--- src/rtl/delta_calc_pkg.sv ---
// Shared FSM states, Q-format unit constant and result narrowing for delta_calc.
// Narrowing saturates when DELTA_CALC_SAT_EN is defined and wraps to the low bits otherwise.
package delta_calc_pkg;

    typedef enum logic [1:0] {
        IDLE  = 2'd0,
        DERIV = 2'd1,
        DELTA = 2'd2,
        DONE  = 2'd3
    } state_t;

    localparam int     FRAC_DEF = 24;
    localparam longint ONE      = 64'sd1 <<< FRAC_DEF;

    // 1.0 in Q(.frac) for an arbitrary fraction width
    function automatic longint q_one(input int frac);
        return 64'sd1 <<< frac;
    endfunction

    // Fits x into a signed w-bit word; the result is sign-extended to 64 bits
    function automatic logic signed [63:0] narrow(input logic signed [127:0] x, input int w);
        logic signed [127:0] lo;
`ifdef DELTA_CALC_SAT_EN
        logic signed [127:0] max_v;
        logic signed [127:0] min_v;
        max_v = (128'sd1 <<< (w - 1)) - 128'sd1;
        min_v = -(128'sd1 <<< (w - 1));
        if (x > max_v)
            lo = max_v;
        else if (x < min_v)
            lo = min_v;
        else
            lo = x;
`else
        lo = (x <<< (128 - w)) >>> (128 - w);
`endif
        return 64'(lo);
    endfunction

endpackage

--- src/rtl/delta_calc_mult.sv ---
// Combinational signed WIDTH x WIDTH multiply at 2*WIDTH, rescaled by an arithmetic shift of FRAC.
// Zero latency, no flow control; the caller registers the product.
module mult_2in #(
    parameter int WIDTH = 32,
    parameter int FRAC  = 24
) (
    input  logic signed [WIDTH-1:0]   op_a,
    input  logic signed [WIDTH-1:0]   op_b,
    output logic signed [2*WIDTH-1:0] prod
);

    logic signed [2*WIDTH-1:0] full;

    assign full = op_a * op_b;
    assign prod = full >>> FRAC;

endmodule

--- src/rtl/delta_calc.sv ---
// Output-layer delta (a - t) * a * (1 - a); result valid three edges after accept, one pair per 4 cycles.
// Valid/ready both sides: accepts only in IDLE, holds the result in DONE until downstream takes it (DELTA_CALC_SAT_EN saturates).
module delta_calc
    import delta_calc_pkg::*;
#(
    parameter int WIDTH = 32,
    parameter int FRAC  = 24
) (
    input  logic                    clk,
    input  logic                    rst,
    input  logic signed [WIDTH-1:0] i_act,
    input  logic signed [WIDTH-1:0] i_tgt,
    input  logic                    i_valid,
    output logic                    o_ready,
    output logic signed [WIDTH-1:0] o_delta,
    output logic                    o_valid,
    input  logic                    i_ready
);

    localparam logic signed [WIDTH-1:0] ONE_Q = WIDTH'(q_one(FRAC));

    state_t state;
    state_t state_nx;

    logic signed [WIDTH-1:0]   a_q;
    logic signed [WIDTH-1:0]   err_q;
    logic signed [WIDTH-1:0]   deriv_q;
    logic signed [WIDTH:0]     diff;
    logic signed [WIDTH-1:0]   err_n;
    logic signed [WIDTH-1:0]   op_a;
    logic signed [WIDTH-1:0]   op_b;
    logic signed [2*WIDTH-1:0] prod;
    logic signed [WIDTH-1:0]   res_n;

    always_ff @(posedge clk or posedge rst) begin
        if (rst)
            state <= IDLE;
        else
            state <= state_nx;
    end

    always_comb begin
        state_nx = state;
        case (state)
            IDLE:    if (i_valid) state_nx = DERIV;
            DERIV:   state_nx = DELTA;
            DELTA:   state_nx = DONE;
            DONE:    if (i_ready) state_nx = IDLE;
            default: state_nx = IDLE;
        endcase
    end

    always_comb begin
        o_ready = (state == IDLE);
        o_valid = (state == DONE);
    end

    // One extra bit so the subtraction itself never overflows before narrowing
    assign diff  = {i_act[WIDTH-1], i_act} - {i_tgt[WIDTH-1], i_tgt};
    assign err_n = WIDTH'(narrow(128'(diff), WIDTH));

    // DELTA multiplies error by derivative; every other state presents a and (1 - a)
    assign op_a = (state == DELTA) ? err_q   : a_q;
    assign op_b = (state == DELTA) ? deriv_q : ONE_Q - a_q;

    mult_2in #(
        .WIDTH (WIDTH),
        .FRAC  (FRAC)
    ) u_mult (
        .op_a (op_a),
        .op_b (op_b),
        .prod (prod)
    );

    assign res_n = WIDTH'(narrow(128'(prod), WIDTH));

    always_ff @(posedge clk or posedge rst) begin
        if (rst) begin
            a_q     <= '0;
            err_q   <= '0;
            deriv_q <= '0;
            o_delta <= '0;
        end else begin
            case (state)
                IDLE: begin
                    if (i_valid) begin
                        a_q   <= i_act;
                        err_q <= err_n;
                    end
                end
                DERIV:   deriv_q <= res_n;
                DELTA:   o_delta <= res_n;
                default: ;
            endcase
        end
    end

endmodule

--- config.mk ---
export PLATFORM = sky130hd
export DESIGN_NAME = delta_calc
export DESIGN_NICKNAME = d
export VERILOG_FILES = /design/src/rtl/delta_calc_pkg.sv /design/src/rtl/delta_calc_mult.sv /design/src/rtl/delta_calc.sv
export SDC_FILE = /design/constraint.sdc
export NUM_CORES = 2
export LEC_CHECK = 0
export BUFFER_PORTS_ARGS = -buffer_cell sky130_fd_sc_hd__buf_2
export CORE_MARGIN = 2
export CORE_UTILIZATION = 60
export CTS_CLUSTER_DIAMETER = 40
export CTS_CLUSTER_SIZE = 20
export DETAILED_ROUTE_END_ITERATION = 8
export GPL_ROUTABILITY_DRIVEN = 0
export PLACE_DENSITY = 0.9
export SYNTH_ARGS = -nofsm -noshare
export SYNTH_HDL_FRONTEND = slang
export SYNTH_HIERARCHICAL = 1
export SYNTH_SLANG_ARGS = --single-unit
--- constraint.sdc ---
create_clock -name clk -period 8.5 [get_ports clk]
set_clock_uncertainty 0.05 [all_clocks]
set_input_delay 1.7 -clock clk [delete_from_list [all_inputs] [get_ports clk]]
set_output_delay 1.7 -clock clk [all_outputs]
set_load 0.005 [all_outputs]
==> reports/summary.md, run 1 <==
## Run status
- outcome: aborted with a tool error
- stage where the flow stopped: global routing (5_1_grt)
- tool error: [ERROR GRT-0232] Routing congestion too high. Check the congestion heatmap in the GUI.

## Timing
- kind of endpoint with the least setup slack: register input
- worst endpoint from the post-global-route timing repair: o_delta[30]$_DFFE_PP0P_/D

## Die
- standard-cell rows: 95
- die boundary width: 265 microns
- die height: 265 microns
- IO Count: 102
- Initial Util: 60.7%

## Synth
- Yosys warning count: 6
- gate count of the mapped netlist: 4432
- netlist area before placement: 40900 sq um
- number of nets in the synthesized netlist: 5705
- average instance area after synthesis: 9.24 sq um

## Clock tree
- H-Tree Depth: 4
- clock buffer count from CTS: 17
- Clock Root Buffer: sky130_fd_sc_hd__clkbuf_16
- maximum number of buffers from clock root to sink: 2

## Global route
- combined global-route utilization of all metal layers: 73.2%
- maximum number of pins on one net before global-route repair: 100
- sum of overflow across all layers after global routing: 148

## Place
- Cell Area, Placed: 45400 sq um
- DPL Wire Length: 102 mm
- port buffer count: 101

timing repair:
action,4_1_cts
hold buffers,0
cloned,5
resized for setup,215
pin swaps,71
buffers inserted,36
endpoints found under the setup margin,64
through the flow:
stage | setup WS (ns) | util, % | std cells | hold slack [ns]
after detailed placement | -1.15 | 67.4 | 5575 | 0.418
after global placement | -0.808 | 67.4 | 5575 | 0.407
after CTS | -0.567 | 70.3 | 5644 | 0.433
after floorplan | -0.00435 | - | 4432 | 0.393
routing by layer:
| metal | GRT overflow | track usage, % |
|---|---|---|
| met5 | 2 | 53.4 |
| met4 | 58 | 68.0 |
| met3 | 3 | 69.2 |
| met2 | 78 | 84.5 |
| met1 | 7 | 69.8 |
==> run 2: changes to the inputs <==
CORE_UTILIZATION = 40   (was 60)
CTS_CLUSTER_DIAMETER = unset   (was 40)
CTS_CLUSTER_SIZE = unset   (was 20)
PLACE_DENSITY = unset   (was 0.9)
PLACE_DENSITY_LB_ADDON = 0.15   (was unset)
clock period = 11.1 ns   (was 8.5 ns; I/O delays follow)
==> run 2 against run 1 <==
Net effect:
- the flow now finishes without violations
- area after synthesis stayed put
- synthesized cell count stayed put
==> reports/summary.md, run 2 <==
## Synth
- netlist area before placement: 40900 sq um
- gate count of the mapped netlist: 4432
- number of nets in the synthesized netlist: 5705
- Yosys warning count: 6
- average instance area after synthesis: 9.24 sq um

## Worst setup path
- beginning of the worst register-to-register path: a_q[1]
- cell with the largest stage delay on the worst path: sky130_fd_sc_hd__o21ai_2
- cells on worst reg2reg path: 33
- maximum cell stage delay along the critical path: 0.70 ns
- critical setup path kind: flip-flop to flip-flop
- kind of launch point of the worst setup path: flip-flop
- top fanout value on the critical path: 8
- endpoint arrival time on the critical path: 10.97 ns
- endpoint kind of the worst setup timing path: flip-flop
- Reg2Reg Capture Point: o_delta[24]
- required time of the critical path: 11.43 ns
- slack of the worst reg-to-reg path: 0.47 ns
- critical path's most frequent cell: sky130_fd_sc_hd__fa_1

## Global route
- fraction of met3 tracks used by global routing: 3.78%
- met2 Use GR: 41.0%
- number of antenna violations at the first check in global routing: 8
- maximum number of pins on one net before global-route repair: 93
- met1 routing resource usage after global routing: 34.7%
- combined global-route utilization of all metal layers: 25.2%
- wire length of the first global-routing pass: 197 mm
- via count of the first global-routing pass: 32.1k
- sum of overflow across all layers after global routing: 0
- Top Usage Layer GRT: met2

## Clock tree
- CTS tree: done
- Clock Root Buffer: sky130_fd_sc_hd__clkbuf_16
- clock net sink count: 130
- clock buffer count from CTS: 17
- clock input transition at the sequential cells of the worst setup and hold paths: 0.06 ns
- maximum number of buffers from clock root to sink: 2
- H-Tree Depth: 4
- Clock Latency Late Sink: 0.44 ns

## Worst hold path
- number of cells traversed by the worst hold path: 2
- kind of path behind the tightest hold check: flip-flop to flip-flop
- hold_sp: err_q[22]
- endpoint of the worst hold-timing path: err_q[22]

## Final layout
- footprint of the multi-input gates: 33400 sq um
- leading cell type in the layout, fill and taps excluded: sky130_fd_sc_hd__fa_1
- layout overhead on the synthesized area: 7.13%
- number of nets at the end of the flow: 5688
- commonest non-fill, non-tap cells in the layout: 997 x sky130_fd_sc_hd__fa_1, 941 x sky130_fd_sc_hd__inv_1, 695 x sky130_fd_sc_hd__nand2_1
- Sequential Area: 3250 sq um
- share of cells above drive strength 1: 8.63%
- fill cell count: 10.2k

## Run status
- outcome: complete, no violations

## Timing
- Final period util: 95.8%
- shortest period the worst path allows: 10.63 ns
- unrepaired setup endpoints after global routing: false
- final number of max-transition violations: 0
- transition time at the pin with the least slew margin: 1.16 ns
- Fin. Hold Viols: 0
- FMAX: 94.0 MHz
- worst slew margin relative to its limit: 22.7%
- setup ws final: 0.466 ns
- post-route setup TNS: 0 ns
- count of final setup violators: 0

## Die
- Die Area: 105000 sq um
- die height: 324 microns
- IO Count: 102
- die boundary width: 324 microns
- Initial Util: 40.3%
- standard-cell rows: 117
- core area: 102000 sq um

## Routing
- DR iter-0 viols: 1850
- Avg Vias per Cell: 5.09
- Total Routed Length: 126 mm
- drc violations: 0
- average wire length per cell after detail routing: 21.8 microns
- overall via count from detail_route: 29.5k
- number of iterations in the first detailed-routing pass: 7
- Final ANT Viol Nets: 0

## Place
- Setup WS pre-CTS: 0.474 ns
- port buffer count: 101
- DPL Wire Length: 101 mm

## Job
- number of maximum-capacitance violations: 0

run 2: timing repair:
| action | in CTS | in global routing |
|---|---|---|
| endpoints found under the setup margin | 0 | 10 |
| buffers inserted | 0 | 3 |
| gates resized for setup | 0 | 2 |
| hold buffers | 0 | 0 |
run 2: cell type report:
type                    count  area share (%)
diodes                      2          0.0114
clock inverters            15           0.414
well taps                1368            3.90
repair buffers            209            3.12
clock buffers              17           0.970
multi-input cells        3113            76.1
inverters                 944            8.10
flip-flops and latches    130            7.42
run 2: through the flow:
step | instance area (sq um) | cells | hold WS [ns] | utilization [%]
2_1_floorplan | 40900 | 4432 | 0.393 | -
3_3_place_gp | 43200 | 5761 | 0.412 | 42.5
3_5_place_dp | 43200 | 5761 | 0.419 | 42.5
4_1_cts | 43800 | 5793 | 0.432 | 43.1
5_1_grt | 43900 | 5796 | 0.459 | 43.2
6_report | 43900 | 5798 | 0.427 | 43.2
run 2: layer usage:
metal  part of all wire, %  up-vias
met1                    44    15449
met4                   3.4        2
met2                    47      838
met5                0.0095        -
li1                      -    13059
met3                   5.8      152
run 2: worst max-delay path: cells and delay by family (launching register included):
kind | cells | cell delay, ns
AOI/OAI and AO/OA | 10 | 3.05
xor gates and xnor gates | 2 | 0.52
adders and majority gates | 10 | 4.32
buffers and inverters | 5 | 0.68
DFF | 1 | 0.44
muxes | 1 | 0.23
and+or+nand+nor | 5 | 1.27
run 2: worst max-delay path by stage:
stage	startpoint	end	slack, ns
after floorplan	a_q[0]	o_delta[27]	2.31
after global placement	a_q[5]	o_delta[27]	0.52
after detailed placement	a_q[5]	deriv_q[27]	0.47
after CTS	a_q[5]	deriv_q[27]	0.42
after global routing	a_q[1]	deriv_q[27]	0.01
final	a_q[1]	o_delta[24]	0.47
Power of run 2 is not shown: default switching activity piles up to over one toggle a cycle in this logic, so the estimate is an artifact.
